$ cat src/rtl/ecm_output_control_sequencer_if.sv
// Output-control write bus between the sequencer (master) and ecm_output_block (slave).
// Output_control_valid is a one-cycle write strobe with no back-pressure: the slave
// must accept index/control on every cycle valid is high; both are don't-care otherwise.
interface ecm_output_control_sequencer_if #(
  parameter int CHANNEL_INDEX_WIDTH = 4,
  parameter int CONTROL_WIDTH       = 2
);
  logic                           Output_control_valid;
  logic [CHANNEL_INDEX_WIDTH-1:0] Output_control_channel_index;
  logic [CONTROL_WIDTH-1:0]       Output_control_control;

  modport master (
    output Output_control_valid,
    output Output_control_channel_index,
    output Output_control_control
  );

  modport slave (
    input Output_control_valid,
    input Output_control_channel_index,
    input Output_control_control
  );
endinterface

$ cat src/rtl/ecm_output_control_sequencer.sv
// Sequences per-channel control writes into ecm_output_block: programs a snapshot of the
// shadow table on dwell start, reports transmit status, and flushes all channels on dwell end.
module ecm_output_control_sequencer #(
  parameter int NUM_CHANNELS        = 16,
  parameter int CHANNEL_INDEX_WIDTH = 4,
  parameter int CONTROL_WIDTH       = 2,
  parameter int WRITE_GAP           = 0
) (
  input  logic                           Clk,
  input  logic                           Rst,
  input  logic                           Cfg_valid,
  input  logic [CHANNEL_INDEX_WIDTH-1:0] Cfg_channel_index,
  input  logic [CONTROL_WIDTH-1:0]       Cfg_control,
  input  logic                           Dwell_start,
  input  logic                           Dwell_done,
  ecm_output_control_sequencer_if.master oc,
  output logic                           Dwell_active_transmit,
  output logic [CHANNEL_INDEX_WIDTH:0]   Dwell_transmit_count,
  output logic                           Busy,
  output logic                           Error_start_while_busy,
  output logic [1:0]                     dbg_state
);

  typedef enum logic [1:0] {
    IDLE    = 2'd0,
    PROGRAM = 2'd1,
    ACTIVE  = 2'd2,
    FLUSH   = 2'd3
  } state_t;

  localparam logic [CHANNEL_INDEX_WIDTH-1:0] LAST_CH    = CHANNEL_INDEX_WIDTH'(NUM_CHANNELS - 1);
  localparam logic [2:0]                     GAP_RELOAD = 3'(WRITE_GAP);

  state_t                         state, state_next;
  logic [CONTROL_WIDTH-1:0]       shadow [NUM_CHANNELS];
  logic [CONTROL_WIDTH-1:0]       active [NUM_CHANNELS];
  logic [CHANNEL_INDEX_WIDTH-1:0] ch_idx;
  logic [2:0]                     gap_cnt;
  logic [CHANNEL_INDEX_WIDTH:0]   acc;
  logic                           pending_done;
  logic                           in_pass, write_cycle, step_done, pass_end;

  always_comb begin
    state_next  = state;
    in_pass     = (state == PROGRAM) || (state == FLUSH);
    write_cycle = in_pass && (gap_cnt == 3'd0);
    // A channel slot ends on its write cycle when there is no gap, else on the last gap cycle.
    step_done   = in_pass && (write_cycle ? (WRITE_GAP == 0) : (gap_cnt == 3'd1));
    pass_end    = step_done && (ch_idx == LAST_CH);
    case (state)
      IDLE:    if (Dwell_start) state_next = PROGRAM;
      PROGRAM: if (pass_end) state_next = (pending_done || Dwell_done) ? FLUSH : ACTIVE;
      ACTIVE:  if (Dwell_done) state_next = FLUSH;
      FLUSH:   if (pass_end) state_next = IDLE;
      default: state_next = IDLE;
    endcase
  end

  always_ff @(posedge Clk) begin
    if (Rst) begin
      state        <= IDLE;
      ch_idx       <= '0;
      gap_cnt      <= '0;
      acc          <= '0;
      pending_done <= 1'b0;
      for (int i = 0; i < NUM_CHANNELS; i++) begin
        shadow[i] <= '0;
        active[i] <= '0;
      end
    end else begin
      state <= state_next;
      if (Cfg_valid) shadow[Cfg_channel_index] <= Cfg_control;

      if (state == IDLE && Dwell_start) begin
        // Snapshot includes a shadow write landing in the same cycle.
        for (int i = 0; i < NUM_CHANNELS; i++)
          active[i] <= (Cfg_valid && Cfg_channel_index == CHANNEL_INDEX_WIDTH'(i)) ?
                       Cfg_control : shadow[i];
        acc          <= '0;
        ch_idx       <= '0;
        gap_cnt      <= '0;
        pending_done <= 1'b0;
      end

      if (in_pass) begin
        if (write_cycle && state == PROGRAM && active[ch_idx] != '0) acc <= acc + 1'b1;
        if (step_done) begin
          gap_cnt <= '0;
          ch_idx  <= pass_end ? '0 : ch_idx + 1'b1;
        end else if (write_cycle) begin
          gap_cnt <= GAP_RELOAD;
        end else begin
          gap_cnt <= gap_cnt - 3'd1;
        end
      end

      if (state == PROGRAM && Dwell_done) pending_done <= 1'b1;
      if (state == FLUSH && pass_end) pending_done <= 1'b0;
    end
  end

  always_comb begin
    oc.Output_control_valid         = write_cycle;
    oc.Output_control_channel_index = write_cycle ? ch_idx : '0;
    oc.Output_control_control       = (write_cycle && state == PROGRAM) ? active[ch_idx] : '0;
    Dwell_active_transmit           = (state == ACTIVE);
    Dwell_transmit_count            = (state == ACTIVE) ? acc : '0;
    Busy                            = (state != IDLE);
    Error_start_while_busy          = Dwell_start && (state != IDLE);
    dbg_state                       = state;
  end

endmodule
$ cat src/flat_wrapper.sv
// flat-port wrapper written by rule: the top's interface ports become plain ports
module ecm_output_control_sequencer_flat 
#(
  parameter int NUM_CHANNELS        = 16,
  parameter int CHANNEL_INDEX_WIDTH = 4,
  parameter int CONTROL_WIDTH       = 2,
  parameter int WRITE_GAP           = 0
)
  (Clk, Rst, Cfg_valid, Cfg_channel_index, Cfg_control, Dwell_start, Dwell_done, Dwell_active_transmit, Dwell_transmit_count, Busy, Error_start_while_busy, dbg_state, oc_Output_control_valid, oc_Output_control_channel_index, oc_Output_control_control);
  ecm_output_control_sequencer_if #(.CHANNEL_INDEX_WIDTH(CHANNEL_INDEX_WIDTH), .CONTROL_WIDTH(CONTROL_WIDTH)) oc_i ();
  input  logic Clk;
  input  logic Rst;
  input  logic Cfg_valid;
  input  logic [CHANNEL_INDEX_WIDTH-1:0] Cfg_channel_index;
  input  logic [CONTROL_WIDTH-1:0] Cfg_control;
  input  logic Dwell_start;
  input  logic Dwell_done;
  output logic Dwell_active_transmit;
  output logic [CHANNEL_INDEX_WIDTH:0] Dwell_transmit_count;
  output logic Busy;
  output logic Error_start_while_busy;
  output logic [1:0] dbg_state;
  output wire logic [$bits(oc_i.Output_control_valid)-1:0] oc_Output_control_valid;
  output wire logic [$bits(oc_i.Output_control_channel_index)-1:0] oc_Output_control_channel_index;
  output wire logic [$bits(oc_i.Output_control_control)-1:0] oc_Output_control_control;
  assign oc_Output_control_valid = oc_i.Output_control_valid;
  assign oc_Output_control_channel_index = oc_i.Output_control_channel_index;
  assign oc_Output_control_control = oc_i.Output_control_control;
  ecm_output_control_sequencer #(.NUM_CHANNELS(NUM_CHANNELS), .CHANNEL_INDEX_WIDTH(CHANNEL_INDEX_WIDTH), .CONTROL_WIDTH(CONTROL_WIDTH), .WRITE_GAP(WRITE_GAP)) u_core (.Clk(Clk), .Rst(Rst), .Cfg_valid(Cfg_valid), .Cfg_channel_index(Cfg_channel_index), .Cfg_control(Cfg_control), .Dwell_start(Dwell_start), .Dwell_done(Dwell_done), .oc(oc_i), .Dwell_active_transmit(Dwell_active_transmit), .Dwell_transmit_count(Dwell_transmit_count), .Busy(Busy), .Error_start_while_busy(Error_start_while_busy), .dbg_state(dbg_state));
endmodule
$ cat config.mk
export PLATFORM = sky130hd
export DESIGN_NAME = ecm_output_control_sequencer_flat
export DESIGN_NICKNAME = d
export VERILOG_FILES = /design/src/rtl/ecm_output_control_sequencer_if.sv /design/src/rtl/ecm_output_control_sequencer.sv /design/src/flat_wrapper.sv
export SDC_FILE = /design/constraint.sdc
export NUM_CORES = 1
export LEC_CHECK = 0
export CAP_MARGIN = 25
export CORE_MARGIN = 5
export CORE_UTILIZATION = 35
export CTS_CLUSTER_DIAMETER = 60
export DETAILED_ROUTE_END_ITERATION = 16
export HOLD_SLACK_MARGIN = 0.12
export PLACE_DENSITY = 0.58
export SETUP_SLACK_MARGIN = 0.15
export SLEW_MARGIN = 20
export SYNTH_ARGS = -nofsm -noshare
export SYNTH_HDL_FRONTEND = slang
export SYNTH_SLANG_ARGS = --single-unit
$ cat constraint.sdc
create_clock -name Clk -period 3.1 [get_ports Clk]
set_input_delay 0.465 -clock Clk [delete_from_list [all_inputs] [get_ports Clk]]
set_output_delay 0.465 -clock Clk [all_outputs]
set_load 0.02 [all_outputs]
Yosys cells after proc, flatten, opt, wreduce, memory -nomap -nowiden

Memory sizes are Yosys's and may differ from the RTL's. A register that Yosys moved wholly into a read port is not among the register bits.
Index checks and enable logic that the tools add are counted.

Shifts and indexed selects: 0
$add $sub $neg: 3
Magnitude comparators: 0
Divide/modulo/power cells: 0
Bitwise operators: 16
Reduce and logical (&&, ||, !) cells: 37
Equality and inequality tests: 24
$mul: 0
Mux-type cells: 67

Operator list:

| cell                                                                    | number |
|---|---|
| 2-bit two-way mux                                                       | 38 |
| 4-bit == test, second input constant                                    | 9 |
| 4-bit two-way mux                                                       | 7 |
| 1-bit logical AND                                                       | 25 |
| 5-bit two-way mux                                                       | 4 |
| 4-bit by 3-bit == test with 1-bit output, second input constant         | 4 |
| 1-bit bitwise OR                                                        | 16 |
| 1-bit two-way mux                                                       | 13 |
| 3-bit two-way mux                                                       | 4 |
| 4-bit by 2-bit == test with 1-bit output, second input constant         | 2 |
| 2-bit one-hot mux with 4 select lines                                   | 1 |
| 2-bit nonzero test                                                      | 4 |
| 5-bit by 1-bit adder with 5-bit output, second input constant           | 1 |
| 4-bit by 1-bit adder with 4-bit output, second input constant           | 1 |
| 2-bit == test, second input constant                                    | 2 |
| 4-bit by 1-bit == test with 1-bit output, second input constant         | 1 |
| 4-bit logical NOT                                                       | 1 |
| 2-bit by 1-bit inequality test with 1-bit output, second input constant | 2 |
| 2-bit inequality test, second input constant                            | 2 |
| 4-bit AND reduction                                                     | 1 |
| 2-bit OR reduction                                                      | 2 |
| 3-bit by 1-bit == test with 1-bit output, second input constant         | 1 |
| 3-bit logical NOT                                                       | 1 |
| 3-bit by 1-bit subtractor with 3-bit output, second input constant      | 1 |
| other kinds (3)                                                         | 4 |

Bits in registers: 15
Bits in writable memories: 64
Input port bits: 11
ROM bits: 0
Memories: 2
Latch bits: 0

Memory list:

| memory        | depth | bits a word | read ports | clocked after Yosys merged registers in | wr ports | line                               | text |
|---|---|---|---|---|---|---|---|
| u_core.active | 16    | 2           | 1          | 1                                       | 16       | ecm_output_control_sequencer.sv:36 | `logic [CONTROL_WIDTH-1:0] active [NUM_CHANNELS];` |
| u_core.shadow | 16    | 2           | 16         | 0                                       | 16       | ecm_output_control_sequencer.sv:35 | `logic [CONTROL_WIDTH-1:0] shadow [NUM_CHANNELS];` |

Longest topological paths before layout

Gate-level depths: netlist of run 1.

Depth after elaboration: 10
Mapped depth: 7

Worst setup path after synthesis of run 1

No wires, ideal clock.

Kind: register to register
Start point: register u_core.state[0], in the netlist u_core.dbg_state[0]
End point: memory u_core.active[0][0] (enable)
Data arrival time: 1.810 ns
Buffers on the path: 1
Clock period less this slack: 2.293 ns
Slack: 0.807 ns
Stages on the path, launching flop included: 6
Library setup time: 0.483 ns
Path through: dfxtp_1 inv_1 ha_1 nand2_1 clkbuf_1 nand2b_1

RTL lines:

| item                     | line                               | text |
|---|---|---|
| start: declaration       | ecm_output_control_sequencer.sv:34 | `state_t state, state_next;` |
| start signal: assignment | ecm_output_control_sequencer.sv:71 | `state <= state_next;` |
| end: declaration         | ecm_output_control_sequencer.sv:36 |  |

==> results.sh, run 1 <==
export IMPL_outcome="finished clean"
export IMPL_drv_slew=0
export IMPL_hold_slack_ps=517
export IMPL_synthMuxAreaShare_pct=9.89
export IMPL_intPower_uw=2470
export IMPL_finalWorstSetupSlack_ps=271
export IMPL_final_common_cell="edfxtp_1"
export IMPL_endpoint="oc_Output_control_control[0]"
export IMPL_setup_tns_ps=0
export IMPL_start_util_pct=35.7
export IMPL_die_width_um=118
export IMPL_die_h_um=118
export IMPL_root_buffer="clkbuf_16"
export IMPL_layout_drive_gt1_share_pct=10.0
export IMPL_synth_warnings=0
export IMPL_grt_pass1_wl_um=13900
export IMPL_rsz0062_at_grt="false"
export IMPL_power_frac_seq_pct=41.4
export IMPL_detail_route_wirelength_um=8350
export IMPL_hold_path_class="reg -> reg"
export IMPL_synth_area_um2=4070
export IMPL_fin_skew_ps=5.79
export IMPL_synthXorXnorAreaFrac_pct=0
export IMPL_syn_avg_cell_area_um2=11.1
export IMPL_cts_sinks=79
export IMPL_rows=39
export IMPL_hold_viol=0
export IMPL_vdd_ir_drop_max_mv=0.408
export IMPL_fmax_ghz=0.354
export IMPL_seq_area_um2=2230
export IMPL_rr_worst_depth=7
export IMPL_synth_seq_cells=79
export IMPL_critical_path_max_stage_delay_ps=560
export IMPL_critical_path_slowest_cell="mux4_1"
export IMPL_swShare_pct=27.7
export IMPL_firstDrtPassIters=4
export IMPL_vias=2762
export IMPL_p_switching_uw=948
export IMPL_synth_edff_count=64
export IMPL_synth_compound_area_share_pct=9.34
export IMPL_required_ps=2630
export IMPL_synth_cells=367
export IMPL_drc=0
export IMPL_coreArea_um2=11400
export IMPL_crit_type="reg -> out"
export IMPL_grt_max_degree=33
export IMPL_powerDensity_nw_per_um2=704
export IMPL_detail_route_antenna_nets=0
export IMPL_syn_to_final_growth_pct=19.3
export IMPL_synth_simple_area_share_pct=19.5
export IMPL_r2r_start="u_core.dbg_state[1]"
export IMPL_mostFrequentLayoutCells="edfxtp_1 (64), nor2_1 (61), clkdlybuf4s50_1 (27)"
export IMPL_die_area_um2=13900
export IMPL_nets=416
export IMPL_cts_buffer_depth=2
export IMPL_syn_nets=388
export IMPL_synth_top_family_by_area="simple AND/OR/NAND/NOR gates"
export IMPL_clk_pin_slew_ps=60
export IMPL_fin_util_pct=42.6
export IMPL_drtIter0Drc=143
export IMPL_clkPwrFrac_pct=34.6
export IMPL_io_buffers=27
export IMPL_grt_overflow_total=0
export IMPL_antenna_found_initial=0
export IMPL_cp_startpoint="u_core.ch_idx[0]"
export IMPL_cts_tree="yes"
export IMPL_maxCapViolCount=0
export IMPL_track_usage_pct=12.4
export IMPL_clk_latency_ps=330
export IMPL_cts_setup_buffers=0
export IMPL_wire_per_inst_um=15.4
export IMPL_dp_slack_ps=367
export IMPL_dpl_hpwl_um=6130
export IMPL_synth_fa_ha_area_share_pct=3.07
export IMPL_timing_rr_end="u_core.dbg_state[0]"
export IMPL_via_per_inst=5.09
export IMPL_multi_input_area_um2=1700
export IMPL_num_antenna_cells=0
export IMPL_critPathArrivalTime_ps=2360
export IMPL_ys_flop_type="edfxtp_1"
export IMPL_fin_crit_sh_pct=91.2
export IMPL_cts_htree_levels=3
export IMPL_grt_pass1_vias=2725
export IMPL_fin_crit_ps=2830
export IMPL_nFillCells=1112
export IMPL_synth_seq_area_share_pct=54.6
export IMPL_r2r_slack_ps=1090
export IMPL_end_kind="output pin"
export IMPL_synthArstFlopShare_pct=0
export IMPL_leakage_uw=0.00190
export IMPL_slew_headroom_pct=65.1
export IMPL_combPwrFrac_pct=24.0
export IMPL_synth_cell_types=46
export IMPL_setup_viol=0
export IMPL_numCtsBuffers=9
export IMPL_gp_congestion=0.726
export IMPL_worstSetupStartpointType="register"
export IMPL_crit_chain="mux4_1 > mux2_2 > nor2_1 > a211oi_1 > clkdlybuf4s50_1"
export IMPL_worst_slew_pin_slew_ps=521
export IMPL_io_pins=28
export IMPL_crit_fanout=9
[per-stage QoR]
step	instance area, um2	instances	total power, uW
after floorplan	4070	367	1990
final	4860	543	3420
after CTS	4860	543	3470
after global placement	4520	527	2240
after global routing	4860	543	3600
after detailed placement	4520	527	2270
[how the worst min path moves through the flow]
stage          cells past startpoint  slack [ps]                    to            startpoint
6_report                           2         520         u_core.acc[1]         u_core.acc[1]
5_1_grt                            1         540  u_core.active[10][0]  u_core.shadow[10][0]
4_1_cts                            2         510         u_core.acc[1]         u_core.acc[1]
3_5_place_dp                       2         500         u_core.acc[1]         u_core.acc[1]
3_3_place_gp                       2         490         u_core.acc[1]         u_core.acc[1]
2_1_floorplan                      2         480         u_core.acc[1]         u_core.acc[1]
[Yosys cell counts, types with 9 or more instances]
library cell | instances | area, um2
nand2b_1 | 20 | 125
edfxtp_1 | 64 | 1920
dfxtp_1 | 15 | 300
ha_1 | 10 | 125
nand3_1 | 16 | 80.1
inv_1 | 11 | 41.3
mux2i_1 | 16 | 160
and2_1 | 9 | 56.3
nand2_1 | 20 | 75.1
a21oi_1 | 16 | 80.1
nor2b_1 | 11 | 68.8
a21o_1 | 11 | 82.6
clkbuf_1 | 19 | 71.3
nor2_1 | 61 | 229
[sequential cells by signal, indices dropped and copies added (netlist names)]
signal and flops:
u_core.acc 5, u_core.active 32, u_core.ch_idx 4, u_core.dbg_state 2, u_core.gap_cnt 3, u_core.pending_done 1, u_core.shadow 32
[critical path: cells and delay by family (launching register included)]
kind / cells / cell delay (ps)
buf+inv: 1 / 560
mux: 2 / 880
simple gates: 1 / 100
compound gates: 1 / 60
flops: 1 / 420
[metal layers]
| layer | vias up | wire (um) | global-route usage (%) | part of all wire (%) |
|---|---|---|---|---|
| li1 | 1392 | - | - | - |
| met1 | 1305 | 3930 | 16.7 | 47 |
| met2 | 55 | 3920 | 19.5 | 47 |
| met3 | 10 | 387 | 3.70 | 4.6 |
| met4 | 0 | 112 | 3.66 | 1.3 |
| met5 | - | 0 | 0 | 0 |
[power groups by stage]
stage          Sequential, uW  Clock (uW)  Combinational, uW
2_1_floorplan            1400           0                588
3_3_place_gp             1430           0                809
3_5_place_dp             1440           0                825
4_1_cts                  1420        1220                829
5_1_grt                  1440        1260                900
6_report                 1420        1180                822
[cell type report]
cell class	instances	area share, %
sequential	79	45.8
multi-input combinational	255	35.1
timing repair buffer	38	7.26
clock buffer	10	4.71
tap	143	3.68
clock inverter	6	2.24
inverter	12	1.21
[timing repair]
action / in CTS / in global routing
cloned: 0 / 0
setup endpoints to repair: 2 / 2
resized for setup: 1 / 2
hold buffers: 0 / 0
[logic make-up (layout without fill, tap and decap cells)]
kind of cell / Yosys count / after routing
flops: 79 / 79
buf+inv: 33 / 66
compound gates: 56 / 56
mux: 27 / 27
simple gates: 162 / 162
fa+ha+maj: 10 / 10
(Power assumes the default switching activity.)
==> run 2: changes to the inputs <==
Settings changed: ABC_CLOCK_PERIOD_IN_PS set to 3100, CORE_ASPECT_RATIO set to 1.75.
==> run 2 against run 1 <==
Effect of this change: sequential share of layout area up 0.39 points; first-iteration DRC count is 9.8% lower; fmax rose by 0.33%; power decreased by 4.5%; final cell count down 1.5%; critical path depth unchanged; worst hold slack worse by 2.1 ps; global-route usage is 0.22 points higher; non-clock buffer count unchanged; clock skew hardly changed; clock power down 12%; largest power group unchanged.
==> results.sh, run 2 (synthesis results as in run 1) <==
export IMPL_outcome="finished clean"
export IMPL_numCtsBuffers=9
export IMPL_fin_crit_ps=2820
export IMPL_endpoint="oc_Output_control_control[0]"
export IMPL_worstSetupStartpointType="register"
export IMPL_setup_tns_ps=0
export IMPL_grt_pass1_vias=2799
export IMPL_clk_latency_ps=330
export IMPL_critical_path_max_stage_delay_ps=620
export IMPL_dp_slack_ps=378
export IMPL_end_kind="output pin"
export IMPL_antenna_found_initial=0
export IMPL_via_per_inst=5.10
export IMPL_r2r_start="u_core.dbg_state[0]"
export IMPL_nets=416
export IMPL_nFillCells=1082
export IMPL_mostFrequentLayoutCells="edfxtp_1 (64), nor2_1 (61), clkdlybuf4s50_1 (27)"
export IMPL_crit_type="reg -> out"
export IMPL_required_ps=2630
export IMPL_crit_chain="mux4_1 > mux2_2 > nor2_1 > a211oi_1 > clkdlybuf4s50_1"
export IMPL_vdd_ir_drop_max_mv=0.275
export IMPL_vias=2729
export IMPL_drc=0
export IMPL_dpl_hpwl_um=6370
export IMPL_swShare_pct=28.3
export IMPL_r2r_slack_ps=1110
export IMPL_syn_to_final_growth_pct=18.2
export IMPL_hold_buffers=0
export IMPL_intPower_uw=2340
export IMPL_start_util_pct=35.4
export IMPL_die_width_um=91.5
export IMPL_hold_viol=0
export IMPL_critical_path_slowest_cell="dfxtp_1"
export IMPL_die_area_um2=14000
export IMPL_cts_buffer_depth=2
export IMPL_reg_top3="u_core.active (32), u_core.shadow (32), u_core.acc (5)"
export IMPL_timing_rr_end="u_core.active[8][0]"
export IMPL_drv_slew=0
export IMPL_p_switching_uw=926
export IMPL_track_usage_pct=12.7
export IMPL_firstDrtPassIters=4
export IMPL_setup_viol=0
export IMPL_grt_max_degree=33
export IMPL_cts_htree_levels=3
export IMPL_cp_top_family="multiplexers"
export IMPL_root_buffer="clkbuf_16"
export IMPL_grt_overflow_total=0
export IMPL_grt_pass1_wl_um=13700
export IMPL_finalWorstSetupSlack_ps=280
export IMPL_gp_congestion=0.769
export IMPL_hold_path_class="reg -> reg"
export IMPL_rr_worst_depth=5
export IMPL_cts_tree="yes"
export IMPL_critPathBufInv=1
export IMPL_critPathArrivalTime_ps=2350
export IMPL_detail_route_wirelength_um=8500
export IMPL_fmax_ghz=0.355
export IMPL_clkPwrFrac_pct=31.7
export IMPL_fin_skew_ps=6.18
export IMPL_crit_cells=5
export IMPL_wire_per_inst_um=15.9
export IMPL_rows=52
export IMPL_crit_fanout=13
export IMPL_rsz0062_at_grt="false"
export IMPL_io_pins=28
export IMPL_leakage_uw=0.00190
export IMPL_final_common_cell="edfxtp_1"
export IMPL_layout_drive_gt1_share_pct=10.0
export IMPL_cp_startpoint="u_core.ch_idx[1]"
export IMPL_io_buffers=27
export IMPL_fin_crit_sh_pct=91.0
export IMPL_drtIter0Drc=129
export IMPL_detail_route_antenna_nets=0
export IMPL_clk_pin_slew_ps=60
export IMPL_cts_sinks=79
export IMPL_power_frac_seq_pct=43.3
export IMPL_coreArea_um2=11500
export IMPL_powerDensity_nw_per_um2=678
export IMPL_num_antenna_cells=0
export IMPL_maxCapViolCount=0
export IMPL_worst_slew_pin_slew_ps=776
export IMPL_die_h_um=153
export IMPL_slew_headroom_pct=48.2
export IMPL_combPwrFrac_pct=24.9
## run 2: worst min-delay path by stage
stage,from,endpoint,slack [ps],cells after the start
floorplan,u_core.acc[1],u_core.acc[1],480,2
global placement,u_core.acc[1],u_core.acc[1],500,2
detailed placement,u_core.acc[1],u_core.acc[1],510,2
CTS,u_core.acc[1],u_core.acc[1],520,2
global route,u_core.shadow[11][1],u_core.active[11][1],540,1
finish,u_core.acc[1],u_core.acc[1],510,2
## run 2: per-layer routing
| layer | GRT usage [%] | share of wire (%) | vias to the layer above |
|---|---|---|---|
| li1 | - | - | 1390 |
| met1 | 13.2 | 38 | 1287 |
| met2 | 23.6 | 56 | 39 |
| met3 | 2.42 | 2.7 | 13 |
| met4 | 6.26 | 2.6 | 0 |
| met5 | 0 | 0 | - |
## run 2: through the flow
| step | area [um2] | utilization [%] | power (uW) | instances | hold slack [ps] |
|---|---|---|---|---|---|
| 2_1_floorplan | 4070 | - | 1990 | 367 | 476 |
| 3_3_place_gp | 4510 | 39.1 | 2240 | 519 | 497 |
| 3_5_place_dp | 4510 | 39.1 | 2260 | 519 | 511 |
| 4_1_cts | 4810 | 41.8 | 3320 | 535 | 519 |
| 5_1_grt | 4820 | 41.8 | 3450 | 535 | 540 |
| 6_report | 4820 | 41.8 | 3270 | 535 | 515 |
## run 2: cell type report
cell class                      instances  area (um2)  share of cell area, %
Multi-Input combinational cell        255        1700                   35.4
Inverter                               12        58.8                   1.22
Clock inverter                          2        10.0                  0.208
Clock buffer                           14         295                   6.13
Sequential cell                        79        2230                   46.2
Timing Repair Buffer                   38         353                   7.33
Tap cell                              135         169                   3.51
## run 2: repair_timing
action	CTS	global route
setup buffers	0	0
pin swaps	0	0
endpoints found under the setup margin	2	1
resized for setup	1	1
## run 2: worst register-to-register path, stage by stage (launching register included)
cell and delay, ps:
dfxtp_1 410, inv_1 120, ha_1 250, and2_1 220, nand2b_1 580, nor2_1 140
## run 2: power groups by stage
stage                     Clock [uW]  Sequential, uW  Combinational [uW]
after global placement             0            1430                 808
after detailed placement           0            1440                 823
after floorplan                    0            1400                 588
after CTS                       1070            1420                 825
final                           1040            1420                 815
after global routing            1120            1430                 899
==> run 3: changes to the inputs <==
Settings changed: CAP_MARGIN 25 to 20, MAX_ROUTING_LAYER set to met4.
==> run 3 against run 2 <==
Effect of this change: via count is 0.59% higher; combinational power is essentially flat; fmax decreased by 0.18%; register-to-register slack barely moved; final area about the same; non-clock buffer count unchanged; clock-buffer cell count is the same; sequential share of layout area is essentially flat; global-route usage rose by 0.40 points; critical path type unchanged; largest power group unchanged; highest routed layer unchanged.
==> results.sh, run 3 (synthesis results as in run 1) <==
export IMPL_setup_viol=0
export IMPL_fin_skew_ps=6.23
export IMPL_numCtsBuffers=9
export IMPL_maxCapViolCount=0
export IMPL_start_util_pct=35.4
export IMPL_dpl_hpwl_um=6370
export IMPL_track_usage_pct=13.1
export IMPL_end_kind="output pin"
export IMPL_leakage_uw=0.00190
export IMPL_hold_path_class="reg -> reg"
export IMPL_firstDrtPassIters=4
export IMPL_hold_buffers=0
export IMPL_vias=2745
export IMPL_syn_to_final_growth_pct=18.3
export IMPL_grt_pass1_vias=2786
export IMPL_num_antenna_cells=0
export IMPL_io_pins=28
export IMPL_cts_sinks=79
export IMPL_die_width_um=91.5
export IMPL_rsz0062_at_grt="false"
export IMPL_worstSetupStartpointType="register"
export IMPL_clk_latency_ps=330
export IMPL_finalWorstSetupSlack_ps=276
export IMPL_clk_pin_slew_ps=60
export IMPL_worst_slew_pin_slew_ps=780
export IMPL_dp_slack_ps=378
export IMPL_root_buffer="clkbuf_16"
export IMPL_detail_route_wirelength_um=8540
export IMPL_final_common_cell="edfxtp_1"
export IMPL_detail_route_antenna_nets=0
export IMPL_reg_top3="u_core.active (32), u_core.shadow (32), u_core.acc (5)"
export IMPL_nets=416
export IMPL_mostFrequentLayoutCells="edfxtp_1 (64), nor2_1 (61), clkdlybuf4s50_1 (27)"
export IMPL_die_area_um2=14000
export IMPL_r2r_start="u_core.dbg_state[0]"
export IMPL_layout_drive_gt1_share_pct=10.3
export IMPL_drtIter0Drc=124
export IMPL_drc=0
export IMPL_wire_per_inst_um=16.0
export IMPL_vdd_ir_drop_max_mv=0.275
export IMPL_cts_htree_levels=3
export IMPL_slew_headroom_pct=48.0
export IMPL_fin_crit_sh_pct=91.1
export IMPL_outcome="finished clean"
export IMPL_cp_startpoint="u_core.ch_idx[0]"
export IMPL_required_ps=2630
export IMPL_hold_viol=0
export IMPL_io_buffers=27
export IMPL_crit_type="reg -> out"
export IMPL_min_delay_start="u_core.acc[1]"
export IMPL_cts_tree="yes"
export IMPL_grt_max_degree=33
export IMPL_via_per_inst=5.13
export IMPL_fmax_ghz=0.354
export IMPL_setup_tns_ps=0
export IMPL_cts_buffer_depth=2
export IMPL_grt_pass1_wl_um=13700
export IMPL_crit_fanout=9
export IMPL_gp_congestion=0.779
export IMPL_rows=52
export IMPL_fin_crit_ps=2820
export IMPL_antenna_found_initial=0
export IMPL_drv_slew=0
export IMPL_die_h_um=153
export IMPL_critPathArrivalTime_ps=2360
export IMPL_coreArea_um2=11500
export IMPL_cts_setup_buffers=0
export IMPL_grt_overflow_total=0
export IMPL_powerDensity_nw_per_um2=679
## run 3: cell count changes in the layout (fill, tap and decap cells not counted)
cell	before	now
dfxtp_2	0	1
dfxtp_1	14	13
## run 3: critical path, cell delays in order, from the launching register on
cell	delay [ps]
dfxtp_4	420
mux4_1	570
mux2_2	320
nor2_1	100
a211oi_1	60
clkdlybuf4s50_1	560
## run 3: cell type report
cell class,count,area [um2]
multi-input combinational,255,1700
inverter,12,58.8
clock inverter,2,10.0
clock buffer,14,295
tap,135,169
timing repair buffer,38,353
fill,1081,6700
sequential,79,2230
## run 3: report_power, final
group | total [uW] | leakage [uW] | switching (uW) | internal, uW
Clock | 1040 | 0.000154 | 385 | 654
Sequential | 1420 | 0.000773 | 90.0 | 1330
Combinational | 816 | 0.000974 | 457 | 360
## run 3: final timing paths
path / to / slack, ps / depth (start not counted)
max: oc_Output_control_control[0] / 280 / 5
min reg2reg: u_core.acc[1] / 510 / 2
min: u_core.acc[1] / 510 / 2
max reg2reg: u_core.active[8][0] / 1100 / 5
## run 3: repair_timing
action | in CTS | in global routing
setup endpoints to repair | 2 | 1
resized for setup | 1 | 2
hold endpoints to repair | 0 | 0
## run 3: metal layers
| layer | track usage [%] | wire length [um] | vias to the layer above |
|---|---|---|---|
| met1 | 13.3 | 3310 | 1302 |
| met2 | 23.6 | 4790 | 41 |
| met5 | - | 0 | - |
| met4 | 6.19 | 191 | 0 |
| li1 | - | - | 1390 |
| met3 | 2.57 | 241 | 12 |
## run 3: through the flow
| step | total power (uW) | hold WS [ps] | area (um2) | instances | util (%) |
|---|---|---|---|---|---|
| global placement | 2240 | 497 | 4510 | 519 | 39.1 |
| global route | 3450 | 540 | 4820 | 535 | 41.8 |
| detailed placement | 2260 | 511 | 4510 | 519 | 39.1 |
| CTS | 3320 | 519 | 4810 | 535 | 41.8 |
| floorplan | 1990 | 476 | 4070 | 367 | - |
| finish | 3270 | 515 | 4820 | 535 | 41.8 |
==> variant, RTL diff (config.mk and constraints of run 3) <==
`CHANNEL_INDEX_WIDTH` is set to 4 in 3 places; all go to 5.
--- a/src/rtl/ecm_output_control_sequencer_if.sv
+++ b/src/rtl/ecm_output_control_sequencer_if.sv
@@ -2,7 +2,7 @@
 // Output_control_valid is a one-cycle write strobe with no back-pressure: the slave
 // must accept index/control on every cycle valid is high; both are don't-care otherwise.
 interface ecm_output_control_sequencer_if #(
-  parameter int CHANNEL_INDEX_WIDTH = 4,
+  parameter int CHANNEL_INDEX_WIDTH = 5,
   parameter int CONTROL_WIDTH       = 2
 );
   logic                           Output_control_valid;
--- a/src/rtl/ecm_output_control_sequencer.sv
+++ b/src/rtl/ecm_output_control_sequencer.sv
@@ -2,7 +2,7 @@
 // shadow table on dwell start, reports transmit status, and flushes all channels on dwell end.
 module ecm_output_control_sequencer #(
   parameter int NUM_CHANNELS        = 16,
-  parameter int CHANNEL_INDEX_WIDTH = 4,
+  parameter int CHANNEL_INDEX_WIDTH = 5,
   parameter int CONTROL_WIDTH       = 2,
   parameter int WRITE_GAP           = 0
 ) (
--- a/src/flat_wrapper.sv
+++ b/src/flat_wrapper.sv
@@ -2,7 +2,7 @@
 module ecm_output_control_sequencer_flat 
 #(
   parameter int NUM_CHANNELS        = 16,
-  parameter int CHANNEL_INDEX_WIDTH = 4,
+  parameter int CHANNEL_INDEX_WIDTH = 5,
   parameter int CONTROL_WIDTH       = 2,
   parameter int WRITE_GAP           = 0
 )
Interface: changed (resized Cfg_channel_index, Dwell_transmit_count and oc_Output_control_channel_index); port bits go from 28 to 31. No check against the original RTL was run, so the function may have changed too.
==> variant against run 3 <==
  * The flow now stops in detailed routing (5_2_route)
  * Area after synthesis is 7.3% higher
==> variant: results (changes against run 3) <==
| Metric | Value |
|---|---|
| Outcome | aborted with a tool error |
| Halt Stage | detailed routing (5_2_route) |
| Stop err | [ERROR DRT-0255] Maze Route cannot find path of net Clk in worker of routeBox ( 48300 0 ) ( 94470 48300 ). |
| Synth Warn # | 0 (unchanged) |
| Clock buffer depth | 2 (unchanged) |
| Antenna violations before repair | 0 (unchanged) |
| First-pass GRT wire length | 15,900 um (+15%) |
| Global-route usage over all layers | 14.3% (+1.3 points) |
| Vias in the first global route | 3,317 (+19%) |
| Sequential-to-total area share from yosys stat | 51.8% (-2.8 points) |
| CTS Sinks | 81 (+2.5%) |
| Root Driver | clkbuf_16 |
| H-tree depth | 3 (unchanged) |
| Die width | 94.5 um (+3.2%) |
| EDFF count, synth | 64 (unchanged) |
| Post-Syn Nets | 469 (+21%) |
| Grt repair worst endpoint | oc_Output_control_channel_index[0] |
| DP Cell Count | 629 (+21%) |
| TritonCTS buffer count | 9 (unchanged) |
| Synth async-reset ratio | 0% (unchanged) |
| IO buf count | 30 (+11%) |
| Worst EP Category | output port |
| Synth cell count leaders | edfxtp_1 (64), nand2_1 (53), a21oi_1 (38) |
| Distinct cells, synth | 45 (-2.2%) |
| Detailed placer's ending HPWL | 7140 um (+12%) |
| Post-CTS setup buffer count | 0 (unchanged) |
| Pre-CTS setup slack | 0.350 ns (-0.0275 ns) |
| Main area contributors after synthesis | edfxtp_1 (44%), dfxtp_1 (7.8%), nand2_1 (4.6%) |
| Cell count after synthesis | 447 (+22%) |
| GP Congestion | 0.852 (+9.3%) |
| Largest net degree at the start of global routing | 38 (+15%) |
variant: logic make-up after synthesis:
logic type / synth area share [%]
compound gates: 12.1
fa+ha+maj: 2.86
simple gates: 25.3
flops: 51.8
mux: 4.27
buf+inv: 3.78
variant: routing by layer:
| layer | GRT usage [%] |
|---|---|
| met4 | 9.57 |
| met1 | 13.4 |
| met3 | 2.52 |
| met5 | - |
| met2 | 26.1 |
variant: through the flow:
| stage | util (%) | cell area, um2 |
|---|---|---|
| 2_1_floorplan | - | 4370 |
| 3_3_place_gp | 39.3 | 4850 |
| 3_5_place_dp | 39.3 | 4850 |
| 4_1_cts | 42.0 | 5200 |
| 5_1_grt | 42.1 | 5200 |
variant: timing repair:
| item | in CTS | in global routing |
|---|---|---|
| setup endpoints to repair | 6 | 1 |
| hold buffers | 0 | 0 |
| resized for setup | 4 | 1 |
